## config.mk

```make
export PLATFORM = sky130hd
export DESIGN_NAME = mc_control_flat
export DESIGN_NICKNAME = d
export VERILOG_FILES = /design/src/rtl/mips_pkg.sv /design/src/rtl/mc_control_if.sv /design/src/rtl/mc_control.sv /design/src/flat_wrapper.sv
export SDC_FILE = /design/constraint.sdc
export NUM_CORES = 1
export LEC_CHECK = 0
export ABC_CLOCK_PERIOD_IN_PS = 3000
export CAP_MARGIN = 10
export CORE_MARGIN = 3
export CORE_UTILIZATION = 44
export DETAILED_ROUTE_END_ITERATION = 12
export GPL_TIMING_DRIVEN = 0
export PLACE_DENSITY = 0.86
export SETUP_SLACK_MARGIN = 0.2
export SYNTH_ARGS = -nofsm -noshare
export SYNTH_HDL_FRONTEND = slang
export SYNTH_SLANG_ARGS = --single-unit
export TNS_END_PERCENT = 50
```

## constraint.sdc

```tcl
create_clock -name clk -period 3 [get_ports clk]
set_input_delay 0.75 -clock clk [delete_from_list [all_inputs] [get_ports clk]]
set_output_delay 0.75 -clock clk [all_outputs]
set_load 0.02 [all_outputs]
```

## src/rtl/mips_pkg.sv

```systemverilog
// Shared encodings for the multi-cycle MIPS controller: states, opcodes, functs,
// ALU codes and datapath mux selects.
package mips_pkg;

  localparam int unsigned OP_W    = 6;
  localparam int unsigned FN_W    = 6;
  localparam int unsigned ALUF_W  = 4;
  localparam int unsigned STATE_W = 4;

  typedef logic [STATE_W-1:0] state_t;

  localparam state_t S_IDLE     = 4'd0;
  localparam state_t S_FETCH    = 4'd1;
  localparam state_t S_DECODE   = 4'd2;
  localparam state_t S_EXEC_R   = 4'd3;
  localparam state_t S_EXEC_I   = 4'd4;
  localparam state_t S_ADDR     = 4'd5;
  localparam state_t S_MEM_RD   = 4'd6;
  localparam state_t S_MEM_WR   = 4'd7;
  localparam state_t S_WB_R     = 4'd8;
  localparam state_t S_WB_I     = 4'd9;
  localparam state_t S_WB_MEM   = 4'd10;
  localparam state_t S_BRANCH   = 4'd11;
  localparam state_t S_JUMP     = 4'd12;
  localparam state_t S_JUMP_REG = 4'd13;
  localparam state_t S_TRAP     = 4'd14;

  localparam logic [OP_W-1:0] OP_RTYPE = 6'b000000;
  localparam logic [OP_W-1:0] OP_J     = 6'b000010;
  localparam logic [OP_W-1:0] OP_JAL   = 6'b000011;
  localparam logic [OP_W-1:0] OP_BEQ   = 6'b000100;
  localparam logic [OP_W-1:0] OP_BNE   = 6'b000101;
  localparam logic [OP_W-1:0] OP_ADDI  = 6'b001000;
  localparam logic [OP_W-1:0] OP_SLTI  = 6'b001010;
  localparam logic [OP_W-1:0] OP_ANDI  = 6'b001100;
  localparam logic [OP_W-1:0] OP_ORI   = 6'b001101;
  localparam logic [OP_W-1:0] OP_LUI   = 6'b001111;
  localparam logic [OP_W-1:0] OP_LW    = 6'b100011;
  localparam logic [OP_W-1:0] OP_SW    = 6'b101011;

  localparam logic [FN_W-1:0] FN_SLL = 6'b000000;
  localparam logic [FN_W-1:0] FN_SRL = 6'b000010;
  localparam logic [FN_W-1:0] FN_JR  = 6'b001000;
  localparam logic [FN_W-1:0] FN_ADD = 6'b100000;
  localparam logic [FN_W-1:0] FN_SUB = 6'b100010;
  localparam logic [FN_W-1:0] FN_AND = 6'b100100;
  localparam logic [FN_W-1:0] FN_OR  = 6'b100101;
  localparam logic [FN_W-1:0] FN_SLT = 6'b101010;

  localparam logic [ALUF_W-1:0] ALU_ADD = 4'd0;
  localparam logic [ALUF_W-1:0] ALU_SUB = 4'd1;
  localparam logic [ALUF_W-1:0] ALU_AND = 4'd2;
  localparam logic [ALUF_W-1:0] ALU_OR  = 4'd3;
  localparam logic [ALUF_W-1:0] ALU_SLT = 4'd4;
  localparam logic [ALUF_W-1:0] ALU_SLL = 4'd5;
  localparam logic [ALUF_W-1:0] ALU_SRL = 4'd6;
  localparam logic [ALUF_W-1:0] ALU_LUI = 4'd7;

  localparam logic [1:0] PC_ALU    = 2'd0;
  localparam logic [1:0] PC_ALUOUT = 2'd1;
  localparam logic [1:0] PC_JUMP   = 2'd2;
  localparam logic [1:0] PC_RS     = 2'd3;

  localparam logic [1:0] SRCB_REG     = 2'd0;
  localparam logic [1:0] SRCB_FOUR    = 2'd1;
  localparam logic [1:0] SRCB_IMM     = 2'd2;
  localparam logic [1:0] SRCB_IMM_SH2 = 2'd3;

  localparam logic [1:0] DST_RT  = 2'd0;
  localparam logic [1:0] DST_RD  = 2'd1;
  localparam logic [1:0] DST_R31 = 2'd2;

  localparam logic [1:0] WB_ALUOUT = 2'd0;
  localparam logic [1:0] WB_MDR    = 2'd1;
  localparam logic [1:0] WB_PC     = 2'd2;

  // R-type functs that run through EXEC_R (jr is dispatched separately)
  function automatic logic is_alu_funct(input logic [FN_W-1:0] fn);
    case (fn)
      FN_ADD, FN_SUB, FN_AND, FN_OR, FN_SLT, FN_SLL, FN_SRL: return 1'b1;
      default: return 1'b0;
    endcase
  endfunction

  function automatic logic [ALUF_W-1:0] alu_from_funct(input logic [FN_W-1:0] fn);
    case (fn)
      FN_SUB:  return ALU_SUB;
      FN_AND:  return ALU_AND;
      FN_OR:   return ALU_OR;
      FN_SLT:  return ALU_SLT;
      FN_SLL:  return ALU_SLL;
      FN_SRL:  return ALU_SRL;
      default: return ALU_ADD;
    endcase
  endfunction

  function automatic logic [ALUF_W-1:0] alu_from_op(input logic [OP_W-1:0] op);
    case (op)
      OP_ANDI: return ALU_AND;
      OP_ORI:  return ALU_OR;
      OP_SLTI: return ALU_SLT;
      OP_LUI:  return ALU_LUI;
      default: return ALU_ADD;
    endcase
  endfunction

endpackage

```

## src/rtl/mc_control_if.sv

```systemverilog
// Controller <-> datapath/memory-port signal bundle; master is the controller.
interface mc_control_if;
  import mips_pkg::*;

  logic [OP_W-1:0]   opcode;
  logic [FN_W-1:0]   funct;
  logic              alu_zero;
  logic              mem_ready;
  logic              mem_req;
  logic              mem_we;
  logic              ir_we;
  logic              mdr_we;
  logic              pc_we;
  logic [1:0]        pc_src;
  logic              alu_src_a;
  logic [1:0]        alu_src_b;
  logic              imm_zext;
  logic [ALUF_W-1:0] alufunc;
  logic              reg_we;
  logic [1:0]        reg_dst;
  logic [1:0]        wb_sel;
  logic              instr_done;
  logic              halt;

  modport master (
    input  opcode, funct, alu_zero, mem_ready,
    output mem_req, mem_we, ir_we, mdr_we, pc_we, pc_src, alu_src_a, alu_src_b,
           imm_zext, alufunc, reg_we, reg_dst, wb_sel, instr_done, halt
  );

  modport slave (
    output opcode, funct, alu_zero, mem_ready,
    input  mem_req, mem_we, ir_we, mdr_we, pc_we, pc_src, alu_src_a, alu_src_b,
           imm_zext, alufunc, reg_we, reg_dst, wb_sel, instr_done, halt
  );
endinterface

```

## src/rtl/mc_control.sv

```systemverilog
// Multi-cycle MIPS sequencing FSM: Moore decode of the state drives every datapath
// enable/select; a saturating counter optionally bounds the fetch wait.
module mc_control
  import mips_pkg::*;
#(
  parameter int unsigned FETCH_WAIT_MAX = 0
) (
  input logic          clk,
  input logic          rst,
  mc_control_if.master bus
);

  localparam int unsigned WAIT_LAST = (FETCH_WAIT_MAX == 0) ? 0 : FETCH_WAIT_MAX - 1;
  localparam int unsigned WAIT_W    = (WAIT_LAST < 2) ? 1 : $clog2(WAIT_LAST + 1);

  state_t            state_q, state_d;
  logic [WAIT_W-1:0] wait_q, wait_d;
  logic              timeout_c;

  logic              mem_req_c, mem_we_c, ir_we_c, mdr_we_c, pc_we_c;
  logic [1:0]        pc_src_c, alu_src_b_c, reg_dst_c, wb_sel_c;
  logic              alu_src_a_c, imm_zext_c, reg_we_c, instr_done_c, halt_c;
  logic [ALUF_W-1:0] alufunc_c;

  always_ff @(posedge clk) begin
    if (rst) begin
      state_q <= S_IDLE;
      wait_q  <= '0;
    end else begin
      state_q <= state_d;
      wait_q  <= wait_d;
    end
  end

  // Counts unacknowledged fetch cycles; the last count value traps if still not ready
  assign timeout_c = (FETCH_WAIT_MAX != 0) && (wait_q == WAIT_W'(WAIT_LAST));

  always_comb begin
    wait_d = wait_q;
    if (state_q != S_FETCH && state_d == S_FETCH) begin
      wait_d = '0;
    end else if (state_q == S_FETCH && !bus.mem_ready && wait_q != WAIT_W'(WAIT_LAST)) begin
      wait_d = wait_q + WAIT_W'(1);
    end
  end

  always_comb begin
    state_d      = state_q;
    mem_req_c    = 1'b0;
    mem_we_c     = 1'b0;
    ir_we_c      = 1'b0;
    mdr_we_c     = 1'b0;
    pc_we_c      = 1'b0;
    pc_src_c     = PC_ALU;
    alu_src_a_c  = 1'b0;
    alu_src_b_c  = SRCB_REG;
    imm_zext_c   = 1'b0;
    alufunc_c    = ALU_ADD;
    reg_we_c     = 1'b0;
    reg_dst_c    = DST_RT;
    wb_sel_c     = WB_ALUOUT;
    instr_done_c = 1'b0;
    halt_c       = 1'b0;

    case (state_q)
      S_IDLE: state_d = S_FETCH;
      S_FETCH: begin
        mem_req_c   = 1'b1;
        alu_src_b_c = SRCB_FOUR;
        if (bus.mem_ready) begin
          ir_we_c = 1'b1;
          pc_we_c = 1'b1;
          state_d = S_DECODE;
        end else if (timeout_c) begin
          state_d = S_TRAP;
        end
      end
      S_DECODE: begin
        alu_src_b_c = SRCB_IMM_SH2;
        case (bus.opcode)
          OP_RTYPE: begin
            if (bus.funct == FN_JR)          state_d = S_JUMP_REG;
            else if (is_alu_funct(bus.funct)) state_d = S_EXEC_R;
            else                             state_d = S_TRAP;
          end
          OP_LW, OP_SW:                              state_d = S_ADDR;
          OP_BEQ, OP_BNE:                            state_d = S_BRANCH;
          OP_ADDI, OP_ANDI, OP_ORI, OP_SLTI, OP_LUI: state_d = S_EXEC_I;
          OP_J, OP_JAL:                              state_d = S_JUMP;
          default:                                   state_d = S_TRAP;
        endcase
      end
      S_EXEC_R: begin
        alu_src_a_c = 1'b1;
        alufunc_c   = alu_from_funct(bus.funct);
        state_d     = S_WB_R;
      end
      S_WB_R: begin
        reg_we_c     = 1'b1;
        reg_dst_c    = DST_RD;
        instr_done_c = 1'b1;
        state_d      = S_FETCH;
      end
      S_EXEC_I: begin
        alu_src_a_c = 1'b1;
        alu_src_b_c = SRCB_IMM;
        alufunc_c   = alu_from_op(bus.opcode);
        imm_zext_c  = (bus.opcode == OP_ANDI) || (bus.opcode == OP_ORI);
        state_d     = S_WB_I;
      end
      S_WB_I: begin
        reg_we_c     = 1'b1;
        instr_done_c = 1'b1;
        state_d      = S_FETCH;
      end
      S_ADDR: begin
        alu_src_a_c = 1'b1;
        alu_src_b_c = SRCB_IMM;
        state_d     = (bus.opcode == OP_LW) ? S_MEM_RD : S_MEM_WR;
      end
      S_MEM_RD: begin
        mem_req_c = 1'b1;
        if (bus.mem_ready) begin
          mdr_we_c = 1'b1;
          state_d  = S_WB_MEM;
        end
      end
      S_WB_MEM: begin
        reg_we_c     = 1'b1;
        wb_sel_c     = WB_MDR;
        instr_done_c = 1'b1;
        state_d      = S_FETCH;
      end
      S_MEM_WR: begin
        mem_req_c = 1'b1;
        mem_we_c  = 1'b1;
        if (bus.mem_ready) begin
          instr_done_c = 1'b1;
          state_d      = S_FETCH;
        end
      end
      S_BRANCH: begin
        alu_src_a_c  = 1'b1;
        alufunc_c    = ALU_SUB;
        pc_src_c     = PC_ALUOUT;
        pc_we_c      = bus.alu_zero ^ (bus.opcode == OP_BNE);
        instr_done_c = 1'b1;
        state_d      = S_FETCH;
      end
      S_JUMP: begin
        pc_we_c      = 1'b1;
        pc_src_c     = PC_JUMP;
        instr_done_c = 1'b1;
        // jal links the already-incremented PC into r31
        if (bus.opcode == OP_JAL) begin
          reg_we_c  = 1'b1;
          reg_dst_c = DST_R31;
          wb_sel_c  = WB_PC;
        end
        state_d = S_FETCH;
      end
      S_JUMP_REG: begin
        pc_we_c      = 1'b1;
        pc_src_c     = PC_RS;
        instr_done_c = 1'b1;
        state_d      = S_FETCH;
      end
      S_TRAP:  halt_c = 1'b1;
      default: state_d = S_IDLE;
    endcase
  end

  assign bus.mem_req    = mem_req_c;
  assign bus.mem_we     = mem_we_c;
  assign bus.ir_we      = ir_we_c;
  assign bus.mdr_we     = mdr_we_c;
  assign bus.pc_we      = pc_we_c;
  assign bus.pc_src     = pc_src_c;
  assign bus.alu_src_a  = alu_src_a_c;
  assign bus.alu_src_b  = alu_src_b_c;
  assign bus.imm_zext   = imm_zext_c;
  assign bus.alufunc    = alufunc_c;
  assign bus.reg_we     = reg_we_c;
  assign bus.reg_dst    = reg_dst_c;
  assign bus.wb_sel     = wb_sel_c;
  assign bus.instr_done = instr_done_c;
  assign bus.halt       = halt_c;

endmodule

```

## src/flat_wrapper.sv

```systemverilog
// flat-port wrapper written by rule: the top's interface ports become plain ports
module mc_control_flat import mips_pkg::*;
#(
  parameter int unsigned FETCH_WAIT_MAX = 0
)
  (clk, rst, bus_opcode, bus_funct, bus_alu_zero, bus_mem_ready, bus_mem_req, bus_mem_we, bus_ir_we, bus_mdr_we, bus_pc_we, bus_pc_src, bus_alu_src_a, bus_alu_src_b, bus_imm_zext, bus_alufunc, bus_reg_we, bus_reg_dst, bus_wb_sel, bus_instr_done, bus_halt);
  mc_control_if bus_i ();
  input logic clk;
  input logic rst;
  input wire logic [$bits(bus_i.opcode)-1:0] bus_opcode;
  input wire logic [$bits(bus_i.funct)-1:0] bus_funct;
  input wire logic [$bits(bus_i.alu_zero)-1:0] bus_alu_zero;
  input wire logic [$bits(bus_i.mem_ready)-1:0] bus_mem_ready;
  output wire logic [$bits(bus_i.mem_req)-1:0] bus_mem_req;
  output wire logic [$bits(bus_i.mem_we)-1:0] bus_mem_we;
  output wire logic [$bits(bus_i.ir_we)-1:0] bus_ir_we;
  output wire logic [$bits(bus_i.mdr_we)-1:0] bus_mdr_we;
  output wire logic [$bits(bus_i.pc_we)-1:0] bus_pc_we;
  output wire logic [$bits(bus_i.pc_src)-1:0] bus_pc_src;
  output wire logic [$bits(bus_i.alu_src_a)-1:0] bus_alu_src_a;
  output wire logic [$bits(bus_i.alu_src_b)-1:0] bus_alu_src_b;
  output wire logic [$bits(bus_i.imm_zext)-1:0] bus_imm_zext;
  output wire logic [$bits(bus_i.alufunc)-1:0] bus_alufunc;
  output wire logic [$bits(bus_i.reg_we)-1:0] bus_reg_we;
  output wire logic [$bits(bus_i.reg_dst)-1:0] bus_reg_dst;
  output wire logic [$bits(bus_i.wb_sel)-1:0] bus_wb_sel;
  output wire logic [$bits(bus_i.instr_done)-1:0] bus_instr_done;
  output wire logic [$bits(bus_i.halt)-1:0] bus_halt;
  assign bus_i.opcode = bus_opcode;
  assign bus_i.funct = bus_funct;
  assign bus_i.alu_zero = bus_alu_zero;
  assign bus_i.mem_ready = bus_mem_ready;
  assign bus_mem_req = bus_i.mem_req;
  assign bus_mem_we = bus_i.mem_we;
  assign bus_ir_we = bus_i.ir_we;
  assign bus_mdr_we = bus_i.mdr_we;
  assign bus_pc_we = bus_i.pc_we;
  assign bus_pc_src = bus_i.pc_src;
  assign bus_alu_src_a = bus_i.alu_src_a;
  assign bus_alu_src_b = bus_i.alu_src_b;
  assign bus_imm_zext = bus_i.imm_zext;
  assign bus_alufunc = bus_i.alufunc;
  assign bus_reg_we = bus_i.reg_we;
  assign bus_reg_dst = bus_i.reg_dst;
  assign bus_wb_sel = bus_i.wb_sel;
  assign bus_instr_done = bus_i.instr_done;
  assign bus_halt = bus_i.halt;
  mc_control #(.FETCH_WAIT_MAX(FETCH_WAIT_MAX)) u_core (.clk(clk), .rst(rst), .bus(bus_i));
endmodule
```

# [After elaboration in Yosys (flattened, before gate mapping)]
# Cells that the tools add are included.
[totals] register_bits=4 input_bits=16 output_inout_bits=22 elab_cells=87
[op_classes] eq_ne=35 muxes=32 bitwise_logic=2 n_reduce_logical=17
[ops] op="== test 6 bit, second input constant" count=7
[ops] op="== test 6 x 4 -> 1 bit, second input constant" count=6
[ops] op="case mux 4 bit (9 select lines)" count=1
[ops] op="== test 4 bit, second input constant" count=7
[ops] op="2-to-1 mux 4 bit" count=5
[ops] op="case mux 4 bit (5 select lines)" count=1
[ops] op="== test 6 x 2 -> 1 bit, second input constant" count=3
[ops] op="case mux 3 bit (6 select lines)" count=1
[ops] op="== test 4 x 3 -> 1 bit, second input constant" count=4
[ops] op="2-to-1 mux 1 bit" count=14
[ops] op="OR reduction 7 bit" count=2
[ops] op="== test 6 x 3 -> 1 bit, second input constant" count=2
[ops] op="zero test 6 bit" count=2
[ops] op="case mux 2 bit (3 select lines)" count=2
[ops] op="case mux 3 bit (4 select lines)" count=1
[ops] op="case mux 4 bit (3 select lines)" count=1
[ops] op="OR reduction 2 bit" count=5
[ops] op="== test 4 x 2 -> 1 bit, second input constant" count=2
[ops] op="case mux 2 bit (2 select lines)" count=2
[ops] op="!= test 2 bit, second input constant" count=3
[ops] op="OR reduction 3 bit" count=2
[ops] op="OR reduction 6 bit" count=1
[ops] op="OR reduction 5 bit" count=1
[ops] op="== test 4 x 1 -> 1 bit, second input constant" count=1
[ops] op="other kinds (9)" count=10

# [Depth between registers and ports, before layout]
# Gate-level depths: netlist (run 1).
[depth] word_depth=10 ltp_mapped=6 ltp_nobuf=5

# [Worst setup path after synthesis (run 1)]
# OpenSTA, ideal clock, no wires.
[synth_timing] path_type="input to output" startpoint="input port bus_opcode[1]" endpoint="output port bus_pc_we" arrival_time_ns=2.028 required_time_ns=2.250 slack_ns=0.222 path_stages=5 path_buffers=1 path_cell_list="buf_4 nor4_1 nand3_1 xor2_1 o32ai_1"
[synth_between] elab_chain_cells=3
[synth_lines] item="from (decl)" line_no="flat_wrapper.sv:10" source="input wire logic [$bits(bus_i.opcode)-1:0] bus_opcode;"
[synth_lines] item="== test 6 x 3 -> 1 bit" line_no="mc_control.sv:146" source="pc_we_c = bus.alu_zero ^ (bus.opcode == OP_BNE);"
[synth_lines] item="bitwise XOR 1 bit" line_no="mc_control.sv:146"
[synth_lines] item="case mux 1 bit (3 select lines)" line_no="mc_control.sv:65" source="case (state_q)"
[synth_lines] item="to (decl)" line_no="flat_wrapper.sv:18" source="output wire logic [$bits(bus_i.pc_we)-1:0] bus_pc_we;"
# Every way passes these cells.

# [Final worst setup path (run 1)]
[layout_timing] startpoint="input port bus_funct[5]" endpoint="output port bus_alufunc[2]"
[layout_between] elab_chain_cells=3 elab_cells_between_ends=8 classes_between="eq/ne: 5; mux: 2; reduce/logical: 1"
[layout_lines] item="from (decl)" line_no="flat_wrapper.sv:11" source="input wire logic [$bits(bus_i.funct)-1:0] bus_funct;"
[layout_lines] item="== test 6 x 2 -> 1 bit, or another cell as far along" line_no="mips_pkg.sv:86" source="case (fn)"
[layout_lines] item="case mux 3 bit (6 select lines) *" line_no="mips_pkg.sv:86"
[layout_lines] item="case mux 4 bit (3 select lines) *" line_no="mc_control.sv:65"
[layout_lines] item="to (decl)" line_no="flat_wrapper.sv:23" source="output wire logic [$bits(bus_i.alufunc)-1:0] bus_alufunc;"
# Every way passes the cells marked *; elsewhere a longest branch is shown, timed or not.

==> results of run 1 <==
[through the flow]
stage	TNS, ns	util (%)
after detailed placement	-2.900	67.16
after floorplan	0	-
after CTS	0	68.79
after global routing	0	69.93
after global placement	-2.830	67.16
final	0	69.93
[cells in the final DEF, fill, tap and decap left out, drive strengths merged, types with 3 or more instances in the layout]
| master | Yosys | final |
|---|---|---|
| a31oi | 3 | 3 |
| a21oi | 7 | 7 |
| nor2 | 28 | 28 |
| nand2b | 4 | 4 |
| inv | 4 | 4 |
| nand3 | 7 | 7 |
| buf | 5 | 11 |
| clkdlybuf4s50 | 0 | 13 |
| dfxtp | 4 | 4 |
| nand2 | 11 | 11 |
| nor3 | 11 | 11 |
| nor4 | 4 | 4 |
| dlygate4sd2 | 0 | 10 |
| o21ai | 8 | 8 |
| nor2b | 3 | 3 |
| clkbuf | 7 | 11 |
[worst min-delay path: stages (launching register included)]
cell,delay (ns)
dfxtp_1,0.34
inv_1,0.21
a211o_1,0.13
a31oi_1,0.09
[cells by family (layout without fill, tap and decap cells)]
group           count (synthesis)  after routing
compound gates                 38             38
xor+xnor                        3              3
buf+inv                        16             53
flops                           4              4
mux                             1              1
other cells                     1              1
simple gates                   78             78
[path summary, 6_finish.rpt]
path,startpoint,end,slack (ns),cells past startpoint
setup reg to reg,u_core.state_q[0],u_core.state_q[0],1.38,6
hold / removal,u_core.state_q[2],u_core.state_q[3],0.82,3
hold reg to reg,u_core.state_q[2],u_core.state_q[3],0.82,3
setup / recovery,bus_funct[5],bus_alufunc[2],0.26,5
[power breakdown]
part / internal (W) / total (W) / switching, W
Sequential: 0.0000604 / 0.0000640 / 0.00000358
Clock: 0.0000448 / 0.0000669 / 0.0000221
Combinational: 0.0000992 / 0.000247 / 0.000147
[final cells by class]
cell class                      instances  area (sq um)  share of cell area, %
Buffer                                 12         61.31                  4.970
Tap cell                               25         31.28                  2.536
Sequential cell                         4         80.08                  6.491
Timing Repair Buffer                   34         309.0                  25.05
Multi-Input combinational cell        121         714.4                  57.91
Inverter                                4         15.01                  1.217
Clock buffer                            3         22.52                  1.826
[cells in the mapped netlist, drive strengths merged, types with 2 or more instances]
| master | number |
|---|---|
| nor2 | 28 |
| nand2 | 11 |
| nor3 | 11 |
| o21ai | 8 |
| a21oi | 7 |
| clkbuf | 7 |
| nand3 | 7 |
| buf | 5 |
| dfxtp | 4 |
| inv | 4 |
| nand2b | 4 |
| nor4 | 4 |
| a31oi | 3 |
| nor2b | 3 |
| a211o | 2 |
| a211oi | 2 |
| and2 | 2 |
| and3 | 2 |
| nand4 | 2 |
| o31ai | 2 |
| o32ai | 2 |
| xnor2 | 2 |
[metal layers]
metal	vias up	share of wire (%)	track usage (%)
li1	590	-	-
met1	523	41	26.01
met2	69	50	41.19
met3	2	8.1	2.115
met4	0	0.52	5.069
met5	-	0	0
[repair_timing]
item / 4_1_cts / 5_1_grt
setup endpoints to repair: 16 / 13
pin swaps: 2 / 3
setup buffers: 2 / 0
gates resized for setup: 42 / 11
==> flow_summary.json, run 1 <==
{
  "p_leak_nw": 0.4882,
  "slew_violations": 0,
  "cts_tree": "done",
  "synth_top_family_by_area": "simple AND/OR/NAND/NOR gates",
  "nNetsFinal": 196,
  "place_congestion": 0.8922,
  "synth_area_sq_um": 833.3,
  "gr-total-overflow": 0,
  "fin_hold_ws_ns": 0.8177,
  "clkLatencyLatePin_ns": 0.23,
  "io_buffer_count": 32,
  "dp_cells": 198,
  "vias_per_cell": 5.833,
  "finalSetupViolations": 0,
  "drc_errors": 0,
  "yosys.area_share.adder_pct": 0,
  "power_w": 0.0003776,
  "start_util_pct": 47.23,
  "worstPathCellList": "dlygate4sd2_1, nand2_1, mux2_2, o32ai_1, buf_2",
  "hold_viol": 0,
  "grt_pass1_vias": 1097,
  "cts.root.buffer_cell": "clkbuf_4",
  "critPathMaxStageDelay_ns": 0.31,
  "yosys_warnings": 0,
  "ys_seq_area_share_pct": 9.610,
  "synth.largest_area_cell": "nor2_1",
  "synthSimpleGateAreaFrac_pct": 45.80,
  "wl_um": 2694,
  "ys_dominant_reg_cell": "dfxtp_1",
  "die_w_um": 49.52,
  "instances_no_fill": 203,
  "synth-xor-area-share_pct": 3.153,
  "avgSynthCellArea_sq_um": 5.910,
  "status": "completed",
  "ys_types": 44,
  "place_ws_ns": -0.6039,
  "vias": 1184,
  "ys_ff_latch": 4,
  "post-route-min-period_ns": 2.737,
  "postCtsHoldBufs": 0,
  "worst-setup-path-type": "in2out",
  "crit_family": "buffers and inverters",
  "num-fill-cells": 168,
  "rsz0062_at_grt": "yes",
  "io_pins": 38,
  "clock_path_buffers": 2,
  "postRouteAntennaNets": 0,
  "n_antenna_cell": 0,
  "synthTopCellsByArea": "nor2_1 13%, dfxtp_1 9.6%, nor3_1 6.0%, nand2_1 5.0%, o21ai_0 4.8%",
  "core_sq_mm": 0.001764,
  "endpoint_kind": "primary output",
  "synthMuxAreaShare_pct": 1.351,
  "path_clk_slew_ns": 0.04,
  "worst-path-max-fanout": 6,
  "finClkSkew_ns": 0.004743,
  "ir_drop_uv": 219.7,
  "max_freq_mhz": 365.4,
  "synth_edf_count": 0,
  "syn_to_final_growth_pct": 48.05,
  "top_regs": "u_core.state_q x4",
  "crit_arrival_ns": 1.99,
  "drtPass1Iterations": 4,
  "die_area_sq_mm": 0.002452,
  "antenna_found_initial": 0,
  "path_buf_inv": 2,
  "grt.total_usage_pct": 21.82,
  "postSynth.asyncResetShare_pct": 0,
  "min_period_over_period_pct": 91.22,
  "grt_pass1_wl_um": 4478,
  "avgRoutedWirePerCell_um": 13.27,
  "htree_levels": 1,
  "syn-instance-count": 141,
  "post-dp-hpwl_um": 2046,
  "worst_slack_ns": 0.2635,
  "grt_start_max_net_pins": 11,
  "min_path_type": "reg2reg",
  "chipHeight_um": 49.52,
  "syn_nets": 157,
  "synth_compound_gate_area_share_pct": 31.08,
  "synth_top_area_share_pct": 12.61,
  "critPathRequiredTime_ns": 2.25,
  "placed_area_sq_mm": 0.001185,
  "slowest_stage": "dlygate4sd2_1",
  "cp-start-kind": "primary input",
  "drv_cap": 0,
  "p_per_area_mw_per_mm2": 306.0,
  "rows": 15,
  "cts.sinks": 4,
  "largest_reg_flops": 4,
  "cts_buffers": 3,
  "drive_above_1_share_pct": 17.42,
  "regMostFlops": "u_core.state_q",
  "initialDrtViolationCount": 38,
  "final_area_sq_mm": 0.001234
}
No activity file was read; power rests on OpenSTA's default activity.
==> inputs of run 2 (changes only) <==
CORE_MARGIN = 2   (was 3)
==> run 2 against run 1 <==
  * Cell area is 1.2% higher
  * Clock skew down 0.0020 ns
  * Combinational power hardly changed
  * Hold slack got worse by 0.016 ns
  * Global-route usage is 3.8 points higher
  * Sequential power is 1% higher
  * First-iteration DRC count is 26% higher
  * Setup slack got worse by 0.0094 ns
  * Flip-flop and latch count unchanged
  * Fmax fell by 0.34%
  * Via count increased by 2.0%
  * Non-clock buffer count up 2
==> flow_summary.json, run 2 (same netlist as run 1, synthesis figures left out) <==
{
  "min_period_over_period_pct": 91.53,
  "regMostFlops": "u_core.state_q",
  "die_w_um": 47.52,
  "postRouteAntennaNets": 0,
  "worstPathCellList": "clkdlybuf4s50_1, nand2_1, o21ai_0, dlygate4sd2_1",
  "min_path_type": "reg2reg",
  "critPathMaxStageDelay_ns": 0.61,
  "endpoint_kind": "primary output",
  "top_regs": "u_core.state_q x4",
  "switching_share_pct": 45.93,
  "hold_viol": 0,
  "seqPwrFrac_pct": 17.1,
  "clock_path_buffers": 2,
  "wl_um": 2736,
  "avgRoutedWirePerCell_um": 13.35,
  "drtPass1Iterations": 4,
  "io_buffer_count": 32,
  "place_congestion": 0.8683,
  "ir_drop_uv": 206.3,
  "core_sq_mm": 0.001745,
  "nNetsFinal": 198,
  "post-route-min-period_ns": 2.746,
  "multiInputGateArea_sq_um": 723.2,
  "vias": 1208,
  "clkPwrFrac_pct": 17.4,
  "worst-path-max-fanout": 7,
  "drc_errors": 0,
  "seqCellArea_sq_um": 80.08,
  "path_clk_slew_ns": 0.04,
  "finClkSkew_ns": 0.002756,
  "slowest_stage": "clkdlybuf4s50_1",
  "num-fill-cells": 170,
  "final_util_pct": 71.54,
  "largest_reg_flops": 4,
  "fin_hold_ws_ns": 0.8014,
  "grt_start_max_net_pins": 11,
  "rsz0062_at_grt": "yes",
  "chipHeight_um": 47.52,
  "gr-total-overflow": 0,
  "cp-start-kind": "primary input",
  "slew_violations": 0,
  "clkLatencyLatePin_ns": 0.23,
  "cts.root.buffer_cell": "clkbuf_4",
  "start_util_pct": 47.74,
  "syn_to_final_growth_pct": 49.85,
  "worst_slack_ns": 0.2540,
  "startpoint": "bus_mem_ready",
  "drv_cap": 0,
  "p_leak_nw": 0.4987,
  "r2r_start": "u_core.state_q[0]",
  "crit_arrival_ns": 2.00,
  "critPathRequiredTime_ns": 2.25,
  "antenna_found_initial": 0,
  "max_freq_mhz": 364.2,
  "grt_pass1_wl_um": 4284,
  "die_area_sq_mm": 0.002258,
  "place_ws_ns": -0.5967,
  "post-dp-hpwl_um": 2041,
  "initialDrtViolationCount": 48,
  "vias_per_cell": 5.893,
  "htree_levels": 1,
  "finalSetupViolations": 0,
  "p_int_w": 0.0002048,
  "rows": 15,
  "worst-setup-path-type": "in2out",
  "p_per_area_mw_per_mm2": 303.4,
  "final_cell_mix": "28 x nor2_1, 13 x clkdlybuf4s50_1, 11 x nand2_1, 10 x dlygate4sd2_1",
  "hp-start": "u_core.state_q[0]",
  "cts_buffers": 3,
  "io_pins": 38,
  "grt.total_usage_pct": 25.63,
  "drive_above_1_share_pct": 18.33,
  "power_switching_w": 0.0001740,
  "cts.sinks": 4,
  "power_w": 0.0003789,
  "p_comb_share_pct": 65.4,
  "grt_pass1_vias": 1040,
  "final_common_cell": "nor2_1",
  "status": "completed",
  "cts_tree": "done",
  "n_antenna_cell": 0
}
run 2: through the flow:
step	std cells	TNS, ns	cell area [sq um]
after floorplan	141	0	833.3
after CTS	204	0	1234
final	205	0	1249
after global routing	205	0	1249
after global placement	198	-2.810	1185
after detailed placement	198	-2.853	1185
run 2: final timing paths:
kind | to | slack (ns) | depth (start not counted)
worst max register to register | u_core.state_q[0] | 1.29 | 6
worst min register to register | u_core.state_q[0] | 0.80 | 5
worst min-delay path | u_core.state_q[0] | 0.80 | 5
worst max-delay path | bus_instr_done | 0.25 | 4
run 2: power by group through the flow:
stage / clock (W) / combinational (W) / sequential, W
2_1_floorplan: 0 / 0.000152 / 0.0000636
3_3_place_gp: 0 / 0.000237 / 0.0000644
3_5_place_dp: 0 / 0.000243 / 0.0000646
4_1_cts: 0.0000686 / 0.000241 / 0.0000638
5_1_grt: 0.0000748 / 0.000271 / 0.0000650
6_report: 0.0000660 / 0.000248 / 0.0000649
run 2: what timing repair did:
| item | 4_1_cts | 5_1_grt |
|---|---|---|
| resized for setup | 42 | 13 |
| pin swaps | 2 | 3 |
| setup endpoints to repair | 15 | 12 |
| gates cloned | 0 | 0 |
| buffers inserted | 3 | 1 |
| hold buffers | 0 | 0 |
run 2: cell type report:
cell class	count	share of cell area [%]
clock buffer	3	1.804
inverter	4	1.202
buffer	12	4.910
tap	25	2.505
multi-input combinational	121	57.92
timing repair buffer	36	25.25
sequential	4	6.413
run 2: layer usage:
metal  GRT usage, %  part of all wire (%)  wire length, um
met2          45.41                    50             1355
met1          32.14                    41             1110
met4          6.111                   2.0               55
met3          4.151                   7.8              214
met5              0                     0                0
run 2: worst max-delay path, delay by kind of cell:
kind	cells	cell delay, ns
AO/OA/AOI/OAI	1	0.15
buffers and inverters	2	0.96
AND/OR/NAND/NOR	1	0.13
==> inputs of run 3 (changes only) <==
ABC_AREA = 1   (was default)
CORE_UTILIZATION = 45   (was 44)
PLACE_DENSITY = 0.88   (was 0.86)
==> run 3 against run 2 <==
  * Routed wire length down 5.5%
  * Core utilization up 3.4 points
  * Setup slack worse by 0.11 ns
  * Power up 79%
  * Die area down 1.4%
  * Largest cell class unchanged
==> flow_summary.json, run 3 <==
{
  "status": "completed",
  "crit_arrival_ns": 2.11,
  "slowest_stage": "clkdlybuf4s50_1",
  "max_freq_mhz": 350.1,
  "synth.largest_area_cell": "nand2_1",
  "syn-instance-count": 164,
  "die_w_um": 47.20,
  "grt_start_max_net_pins": 7,
  "drive_above_1_share_pct": 25.24,
  "ir_drop_uv": 420.4,
  "gr-total-overflow": 0,
  "finalSetupViolations": 0,
  "htree_levels": 1,
  "drc_errors": 0,
  "ys_dominant_reg_cell": "dfxtp_1",
  "antenna_found_initial": 0,
  "ys_seq_area_share_pct": 9.538,
  "io_pins": 38,
  "synth_area_sq_um": 839.6,
  "min_period_over_period_pct": 95.20,
  "critPathRequiredTime_ns": 2.25,
  "avgSynthCellArea_sq_um": 5.119,
  "initialDrtViolationCount": 27,
  "worst-setup-path-type": "in2out",
  "wl_um": 2586,
  "grt_pass1_vias": 1064,
  "regMostFlops": "u_core.state_q",
  "finClkSkew_ns": 0.01532,
  "cp_common_cell": "clkdlybuf4s50_1",
  "drv_cap": 0,
  "synth_top_area_share_pct": 16.10,
  "post-route-min-period_ns": 2.856,
  "slew_violations": 0,
  "hold_viol": 0,
  "cts.sinks": 4,
  "cts_tree": "done",
  "io_buffer_count": 36,
  "drtPass1Iterations": 4,
  "p_int_w": 0.0003135,
  "seqPwrFrac_pct": 15.3,
  "instances_no_fill": 231,
  "vias": 1169,
  "largest_reg_flops": 4,
  "cp-start-kind": "primary input",
  "grt.total_usage_pct": 26.40,
  "top_regs": "u_core.state_q x4",
  "dp_cells": 225,
  "cts_buffers": 3,
  "die_area_sq_mm": 0.002227,
  "start_util_pct": 48.10,
  "yosys_warnings": 0,
  "clkPwrFrac_pct": 11.0,
  "power_w": 0.0006768,
  "grt_pass1_wl_um": 4181,
  "syn_nets": 180,
  "critPathMaxStageDelay_ns": 0.64,
  "synthTopCellsByArea": "nand2_1 16%, nor2_1 14%, inv_1 12%, nand3_1 11%, dfxtp_1 9.5%",
  "nNetsFinal": 224,
  "post-dp-hpwl_um": 2094,
  "worst-path-max-fanout": 4,
  "avgRoutedWirePerCell_um": 11.19,
  "ys_types": 26,
  "synth_edf_count": 0,
  "path_clk_slew_ns": 0.05,
  "final_cell_mix": "36 x nand2_1, 24 x nor2_1, 23 x inv_1, 16 x clkdlybuf4s50_1, 15 x nand3_1",
  "p_leak_nw": 0.7148,
  "clock_path_buffers": 2,
  "endpoint_kind": "primary output",
  "worstPathCellList": "clkdlybuf4s50_1, inv_1, o21ai_0, clkdlybuf4s50_1",
  "power_switching_w": 0.0003633,
  "ys_ff_latch": 4,
  "n_antenna_cell": 0,
  "chipHeight_um": 47.20,
  "p_comb_share_pct": 73.7,
  "rows": 15,
  "place_congestion": 0.9289,
  "syn_to_final_growth_pct": 55.89,
  "vias_per_cell": 5.061,
  "yosys-top-cells-count": "36 x nand2_1, 32 x nor2_1, 26 x inv_1",
  "setup_tns_ns": 0,
  "min_path_type": "reg2reg",
  "core_sq_mm": 0.001745,
  "synthMostInstantiatedCell": "nand2_1",
  "postRouteAntennaNets": 0,
  "cts.root.buffer_cell": "clkbuf_4",
  "final_common_cell": "nand2_1",
  "p_per_area_mw_per_mm2": 517.2,
  "clkLatencyLatePin_ns": 0.26,
  "switching_share_pct": 53.68,
  "postSynth.asyncResetShare_pct": 0,
  "rsz0062_at_grt": "yes"
}
-- run 3: changes by cell type after synthesis, moves of 4 or more --
cell / delta
clkbuf_1: -7
inv_1: +22
inv_2: +4
nand2_1: +25
nand2b_1: -4
nand3_1: +11
nor2_1: +4
nor2_2: +9
nor3_1: -8
nor4_1: -4
-- run 3: timing repair --
| action | 4_1_cts | 5_1_grt |
|---|---|---|
| endpoints found under the setup margin | 10 | 10 |
| gates resized for setup | 38 | 21 |
| setup buffers | 2 | 1 |
| pin swaps | 4 | 5 |
| hold buffers | 0 | 0 |
-- run 3: logic make-up (layout without fill, tap and decap cells) --
family                 after synthesis  after routing  share of synthesized area [%]
AOI/OAI and AO/OA                   19             19                          14.90
buffers and inverters               31             73                          14.31
DFF                                  4              4                          9.538
other                                1              1                         0.4467
and+or+nand+nor                    109            109                          60.81
-- run 3: worst paths after layout --
path	slack, ns	endpoint	from	cells after the start
max	0.14	bus_instr_done	bus_mem_ready	4
min	0.53	u_core.state_q[0]	u_core.state_q[0]	2
max reg2reg	1.67	u_core.state_q[2]	u_core.state_q[2]	10
min reg2reg	0.53	u_core.state_q[0]	u_core.state_q[0]	2
-- run 3: stage by stage --
| step | setup WS [ns] | hold slack [ns] | util [%] | instance area, sq um |
|---|---|---|---|---|
| floorplan | 0.6856 | 0.4857 | - | 839.6 |
| global placement | -0.3880 | 0.5169 | 70.54 | 1231 |
| detailed placement | -0.4215 | 0.5160 | 70.54 | 1231 |
| CTS | 0.1698 | 0.5232 | 72.26 | 1261 |
| global route | 0.06366 | 0.5457 | 74.98 | 1309 |
| finish | 0.1440 | 0.5276 | 74.98 | 1309 |
-- run 3: final cells by class --
| class | count | area [sq um] |
|---|---|---|
| flip-flops and latches | 4 | 80.08 |
| repair buffers | 39 | 360.3 |
| clock buffers | 3 | 22.52 |
| fillers | 151 | 436.7 |
| well taps | 25 | 31.28 |
| plain buffers | 1 | 7.507 |
| inverters | 30 | 112.6 |
| multi-input cells | 129 | 694.4 |
-- run 3: worst max-delay path, delay by kind of cell --
| kind | cells | cell delay (ns) |
|---|---|---|
| AOI/OAI and AO/OA | 1 | 0.19 |
| buffers and inverters | 3 | 1.16 |
-- run 3: power groups by stage --
stage / Combinational, W / Clock [W] / Sequential (W)
after detailed placement: 0.000497 / 0 / 0.000103
final: 0.000499 / 0.0000747 / 0.000103
after CTS: 0.000491 / 0.0000759 / 0.000102
after global placement: 0.000489 / 0 / 0.000103
after global routing: 0.000553 / 0.0000835 / 0.000107
after floorplan: 0.000317 / 0 / 0.0000965
-- run 3: layer usage --
layer | vias up | wire length, um | global-route usage, % | share of wire (%)
li1 | 598 | - | - | -
met4 | 0 | 55 | 11.11 | 2.1
met1 | 511 | 1028 | 28.22 | 40
met3 | 8 | 189 | 7.308 | 7.3
met5 | - | 0 | 0 | 0
met2 | 52 | 1313 | 48.22 | 51
